`config.mk`:
```
export PLATFORM = sky130hd
export DESIGN_NAME = cla_addsub_pipe_flat
export DESIGN_NICKNAME = d
export VERILOG_FILES = /design/src/rtl/cla_addsub_pipe_if.sv /design/src/rtl/cla_addsub_pipe.sv /design/src/flat_wrapper.sv
export SDC_FILE = /design/constraint.sdc
export NUM_CORES = 1
export LEC_CHECK = 0
export BUFFER_PORTS_ARGS = -buffer_cell sky130_fd_sc_hd__buf_2
export CORE_MARGIN = 8
export CORE_UTILIZATION = 45
export CTS_CLUSTER_SIZE = 16
export DETAILED_ROUTE_END_ITERATION = 16
export GPL_ROUTABILITY_DRIVEN = 0
export PLACE_DENSITY = 0.69
export SLEW_MARGIN = 20
export SYNTH_ARGS = -nofsm -noshare
export SYNTH_HDL_FRONTEND = slang
export SYNTH_SLANG_ARGS = --single-unit
```
`constraint.sdc`:
```
create_clock -name clk -period 6.2 [get_ports clk]
set_input_delay 0.93 -clock clk [delete_from_list [all_inputs] [get_ports clk]]
set_output_delay 0.93 -clock clk [all_outputs]
set_load 0.02 [all_outputs]
```
`src/rtl/cla_addsub_pipe_if.sv`:
```
// Operand/result handshake bundle for cla_addsub_pipe.
// The master drives operands and accepts results. The slave is the adder.
interface cla_addsub_pipe_if #(
   parameter int WIDTH = 16
);
   logic             in_valid;
   logic             in_ready;
   logic [WIDTH-1:0] in_a;
   logic [WIDTH-1:0] in_b;
   logic             in_sub;
   logic             out_valid;
   logic             out_ready;
   logic [WIDTH-1:0] out_result;
   logic             out_carry;
   logic             out_overflow;

   modport master (
      output in_valid, in_a, in_b, in_sub, out_ready,
      input  in_ready, out_valid, out_result, out_carry, out_overflow
   );

   modport slave (
      input  in_valid, in_a, in_b, in_sub, out_ready,
      output in_ready, out_valid, out_result, out_carry, out_overflow
   );
endinterface

```
`src/rtl/cla_addsub_pipe.sv`:
```
// Pipelined signed add/sub built from 4-bit CLA groups, STAGES register stages, valid/ready flow.
// Define SATURATE_EN to clamp out_result on signed overflow (last stage, no added latency).
module cla_addsub_pipe #(
   parameter int WIDTH  = 16,
   parameter int STAGES = 2
) (
   input logic              clk,
   input logic              rst,
   cla_addsub_pipe_if.slave bus
);
   localparam int G = WIDTH / (4 * STAGES);

   logic [STAGES-1:0] v;
   logic [STAGES-1:0] take;
   logic [WIDTH-1:0]  b_eff;

   function automatic logic [4:0] cla4(input logic [3:0] a, input logic [3:0] b, input logic cin);
      logic [3:0] p;
      logic [3:0] g;
      logic [4:0] c;
      p    = a ^ b;
      g    = a & b;
      c[0] = cin;
      c[1] = g[0] | (p[0] & cin);
      c[2] = g[1] | (p[1] & g[0]) | (p[1] & p[0] & cin);
      c[3] = g[2] | (p[2] & g[1]) | (p[2] & p[1] & g[0]) | (p[2] & p[1] & p[0] & cin);
      c[4] = g[3] | (p[3] & g[2]) | (p[3] & p[2] & g[1]) | (p[3] & p[2] & p[1] & g[0])
           | (p[3] & p[2] & p[1] & p[0] & cin);
      return {c[4], p ^ c[3:0]};
   endfunction

   assign b_eff = bus.in_sub ? ~bus.in_b : bus.in_b;

   // A stage may load when it, or any stage between it and the output, is empty,
   // or when the output is being accepted: the same as !v[k] | take[k+1], unrolled.
   always_comb begin
      logic        all_full;
      int unsigned idx;
      all_full = 1'b1;
      take     = '0;
      for (int unsigned i = 0; i < STAGES; i++) begin
         idx       = STAGES - 1 - i;
         all_full  = all_full & v[idx];
         take[idx] = bus.out_ready | ~all_full;
      end
   end

   assign bus.in_ready  = take[0];
   assign bus.out_valid = v[STAGES-1];

   always_ff @(posedge clk or posedge rst) begin
      if (rst) begin
         v <= '0;
      end else begin
         if (take[0]) v[0] <= bus.in_valid;
         for (int unsigned k = 1; k < STAGES; k++)
            if (take[k]) v[k] <= v[k-1];
      end
   end

   for (genvar k = 0; k < STAGES; k++) begin : stg
      localparam int BASE = k * G * 4;
      localparam int TOP  = BASE + G * 4;

      logic [WIDTH-1:BASE] sa;
      logic [WIDTH-1:BASE] sb;
      logic [TOP-1:0]      sum;
      logic [G*4-1:0]      gs;
      logic                c_in;
      logic                gc;
      logic                v_in;
      logic                en;

      if (k == 0) begin : src
         assign sa   = bus.in_a;
         assign sb   = b_eff;
         assign c_in = bus.in_sub;
         assign sum  = gs;
         assign v_in = bus.in_valid;
      end else begin : src
         assign sa   = stg[k-1].nxt.a_r;
         assign sb   = stg[k-1].nxt.b_r;
         assign c_in = stg[k-1].nxt.c_r;
         assign sum  = {gs, stg[k-1].nxt.s_r};
         assign v_in = v[k-1];
      end

      assign en = take[k] & v_in;

      always_comb begin
         gc = c_in;
         gs = '0;
         for (int unsigned j = 0; j < G; j++)
            {gc, gs[j*4 +: 4]} = cla4(sa[BASE + j*4 +: 4], sb[BASE + j*4 +: 4], gc);
      end

      if (k == STAGES - 1) begin : nxt
         logic             ovf_d;
         logic [WIDTH-1:0] res_d;
         logic [WIDTH-1:0] res_r;
         logic             c_r;
         logic             ovf_r;

         assign ovf_d = (sa[WIDTH-1] == sb[WIDTH-1]) & (sum[WIDTH-1] != sa[WIDTH-1]);
`ifdef SATURATE_EN
         assign res_d = ovf_d ? {sa[WIDTH-1], {(WIDTH-1){~sa[WIDTH-1]}}} : sum;
`else
         assign res_d = sum;
`endif

         always_ff @(posedge clk or posedge rst) begin
            if (rst) begin
               res_r <= '0;
               c_r   <= 1'b0;
               ovf_r <= 1'b0;
            end else if (en) begin
               res_r <= res_d;
               c_r   <= gc;
               ovf_r <= ovf_d;
            end
         end

         assign bus.out_result   = res_r;
         assign bus.out_carry    = c_r;
         assign bus.out_overflow = ovf_r;
      end else begin : nxt
         // Only operand bits not yet consumed travel on; resolved sum bits accumulate.
         logic [WIDTH-1:TOP] a_r;
         logic [WIDTH-1:TOP] b_r;
         logic [TOP-1:0]     s_r;
         logic               c_r;

         always_ff @(posedge clk or posedge rst) begin
            if (rst) begin
               a_r <= '0;
               b_r <= '0;
               s_r <= '0;
               c_r <= 1'b0;
            end else if (en) begin
               a_r <= sa[WIDTH-1:TOP];
               b_r <= sb[WIDTH-1:TOP];
               s_r <= sum;
               c_r <= gc;
            end
         end
      end
   end
endmodule

```
`src/flat_wrapper.sv`:
```
// flat-port wrapper written by rule: the top's interface ports become plain ports
module cla_addsub_pipe_flat 
#(
   parameter int WIDTH  = 16,
   parameter int STAGES = 2
)
  (clk, rst, bus_in_valid, bus_in_a, bus_in_b, bus_in_sub, bus_out_ready, bus_in_ready, bus_out_valid, bus_out_result, bus_out_carry, bus_out_overflow);
  cla_addsub_pipe_if #(.WIDTH(WIDTH)) bus_i ();
  input logic clk;
  input logic rst;
  input wire logic [$bits(bus_i.in_valid)-1:0] bus_in_valid;
  input wire logic [$bits(bus_i.in_a)-1:0] bus_in_a;
  input wire logic [$bits(bus_i.in_b)-1:0] bus_in_b;
  input wire logic [$bits(bus_i.in_sub)-1:0] bus_in_sub;
  input wire logic [$bits(bus_i.out_ready)-1:0] bus_out_ready;
  output wire logic [$bits(bus_i.in_ready)-1:0] bus_in_ready;
  output wire logic [$bits(bus_i.out_valid)-1:0] bus_out_valid;
  output wire logic [$bits(bus_i.out_result)-1:0] bus_out_result;
  output wire logic [$bits(bus_i.out_carry)-1:0] bus_out_carry;
  output wire logic [$bits(bus_i.out_overflow)-1:0] bus_out_overflow;
  assign bus_i.in_valid = bus_in_valid;
  assign bus_i.in_a = bus_in_a;
  assign bus_i.in_b = bus_in_b;
  assign bus_i.in_sub = bus_in_sub;
  assign bus_i.out_ready = bus_out_ready;
  assign bus_in_ready = bus_i.in_ready;
  assign bus_out_valid = bus_i.out_valid;
  assign bus_out_result = bus_i.out_result;
  assign bus_out_carry = bus_i.out_carry;
  assign bus_out_overflow = bus_i.out_overflow;
  cla_addsub_pipe #(.WIDTH(WIDTH), .STAGES(STAGES)) u_core (.clk(clk), .rst(rst), .bus(bus_i));
endmodule
```
==> flow_summary.ini <==
[run_status]
status = finished, final reports clean

[synthesis]
synth_top_area_cell = dfrtp_1
syn_area_per_cell_um2 = 11.1
async_flop_share = 1.00
synthDistinctLibCells = 31
synth_commonest_cells = 45 x dfrtp_1, 27 x nand2_1, 23 x o21ai_0
synth_top_area_frac = 0.473
synth_edf_count = 0
synth_nets = 270
syn_inst = 214
synth_most_common_cell = dfrtp_1
synth_ff_type = dfrtp_1
ys_ff_latch = 45
synthTopCellsByArea = dfrtp_1 47%, ha_1 8.4%, mux2_2 8.0%
synth_area_mm2 = 0.00238
ys_warn_count = 0
ys_seq_area_frac = 0.473

[power_and_ir_drop]
swShare = 0.351
comb_power_share = 0.369
switchingPower_mw = 0.332
power.leakage_nw = 1.36
power.share.sequential = 0.440
fin_total_pwr_mw = 0.945
max-vdd-ir-drop_mv = 0.114
clkPwrFrac = 0.191
power.internal_mw = 0.613
power_density_mw_per_mm2 = 337

[grt]
antenna_found_initial = 0
grt_pass1_vias = 1780
grt_max_degree = 46
grt-ovfl-total = 0
grt_pass1_wl_um = 7810
gr-usage-all-layers = 0.128

[sta]
slew-limit-headroom = 0.384
slew_viol_final = 0
max_freq_mhz = 331
worstMarginPinSlew_ns = 0.922
layout_min_cycle_time_ns = 3.02
fin_crit_sh = 0.488
finClkSkew_ns = 0.00301
report.final.hold_viol_count = 0
setup_viol = 0
setup_tns_ns = 0
grt_setup_unrepaired = false

[cts]
h-tree-depth = 2
clk_latency_ns = 0.29
cts_buffer_depth = 2
cts.sinks = 45
postCtsSetupRepairBufs = 0
cts_tree = yes
cts-root-buf = clkbuf_8
cts_resized = 0
cts_made_buffers = 5
postCtsHoldBufs = 0
cts.clk_slew.worst_paths_ns = 0.08

[setup_path]
critPathLaunchType = input pin
r2r_cells = 7
critical_path_class = input pin to register
r2r_setup_slack_ns = 3.97
cp.arrival_ns = 3.24
critPathMaxFanout = 19
crit_path_end_kind = register
cp.required_ns = 6.41

[finish]
nets = 326
layout-area-overhead-vs-synth_pct = 17.8
n_antenna_cell = 0
drive_above_1_share = 0.322

[detailed_routing]
ant_nets = 0
first_iter_violations = 44
drtPass1Iterations = 4
post_drt_wl_per_cell_um = 13.3
viasPerCell = 4.94
drc = 0
finalWirelength_um = 4520
vias = 1680

[floorplan]
core.rowCount = 26
die_w_um = 88.7
pin_count = 57
die_h_um = 88.7
die_area_mm2 = 0.00787
start_util = 0.466
coreArea_mm2 = 0.00511

[hold_path]
whs_path_depth = 2
hold_path_class = register to register

[placement]
place_hpwl_um = 3430
io_buffers = 56

[flow_run]
maxCapViolCount = 0
[routing by layer]
metal,global-route usage,part of all wire,wire [um]
met1,0.146,0.44,2000
met2,0.209,0.47,2140
met3,0.0390,0.066,299
met4,0.0676,0.017,76
met5,0,0,0
[layout make-up]
cell class | count | area [um^2]
clock buffer | 7 | 86.3
sequential | 45 | 1130
tap | 70 | 87.6
inverter | 7 | 26.3
fill | 477 | 2300
multi-input combinational | 154 | 1190
timing repair buffer | 57 | 288
[critical path, cell delays in order]
cell	delay, ns
buf_2	0.40
xor2_1	0.19
ha_1	0.27
a21oi_1	0.24
o21ai_2	0.13
or2_2	0.31
a21oi_1	0.18
fa_1	0.42
o21ai_0	0.16
[power by group through the flow]
| stage | combinational [mW] | sequential [mW] | clock, mW |
|---|---|---|---|
| floorplan | 0.189 | 0.480 | 0 |
| finish | 0.348 | 0.416 | 0.180 |
| detailed placement | 0.356 | 0.423 | 0 |
| global placement | 0.348 | 0.419 | 0 |
| global route | 0.392 | 0.427 | 0.198 |
| CTS | 0.357 | 0.417 | 0.186 |
[placed cells by master (no fill, tap or decap)]
cell,count
o31ai_2,1
buf_2,56
a211oi_1,2
nor3_1,3
a41oi_1,1
ha_1,16
or4_4,1
mux2_2,17
a31oi_1,1
a21o_1,2
or2_2,2
xnor2_1,11
nand2_1,27
inv_2,1
o21ai_2,1
nor2_1,5
nand2b_1,6
fa_1,3
o21a_1,3
clkbuf_8,6
o31ai_1,3
o22ai_1,1
nand3b_1,1
a2bb2oi_1,1
buf_4,1
dfrtp_1,45
xor2_1,16
inv_1,6
clkbuf_1,1
o221a_4,1
o21ai_0,23
a21oi_1,5
mux2i_1,1
[path summary, 6_finish.rpt]
| check | startpoint | endpoint |
|---|---|---|
| min in group asynchronous | rst | u_core.v[0] |
| hold reg to reg | u_core.bus.out_result[15] | u_core.bus.out_result[15] |
| setup reg to reg | u_core.stg[0].nxt.a_r[8] | u_core.bus.out_result[12] |
| max in group asynchronous | rst | u_core.stg[0].nxt.s_r[0] |
| hold / removal | u_core.bus.out_result[15] | u_core.bus.out_result[15] |
| setup / recovery | bus_in_sub | u_core.stg[0].nxt.s_r[4] |
[stage by stage]
stage | setup slack (ns) | std cells | area (um^2) | hold slack (ns) | util
6_report | 3.18 | 340 | 2800 | 0.475 | 0.549
3_3_place_gp | 2.92 | 333 | 2720 | 0.455 | 0.532
4_1_cts | 3.17 | 340 | 2800 | 0.483 | 0.549
2_1_floorplan | 3.00 | 214 | 2380 | 0.445 | -
3_5_place_dp | 2.86 | 333 | 2720 | 0.466 | 0.532
5_1_grt | 2.99 | 340 | 2800 | 0.496 | 0.549
[sequential cells by signal, summed over array words and instances, names as in the netlist]
signal,flops
u_core.bus.out_result,16
u_core.stg.nxt.a_r,8
u_core.stg.nxt.b_r,8
u_core.stg.nxt.s_r,8
u_core.v,2
u_core.bus.out_carry,1
u_core.bus.out_overflow,1
u_core.stg.nxt.c_r,1
[kinds of logic (layout without fill, tap and decap cells)]
group	after synthesis	after routing	share of synthesized area
AO/OA/AOI/OAI	45	45	0.120
XOR/XNOR	27	27	0.0994
adder cells (fa/ha/maj)	19	19	0.109
buffers and inverters	15	71	0.0268
flip-flops	45	45	0.473
multiplexers	18	18	0.0847
AND/OR/NAND/NOR	45	45	0.0857
Note: power is estimated with default switching activity, not from simulation.
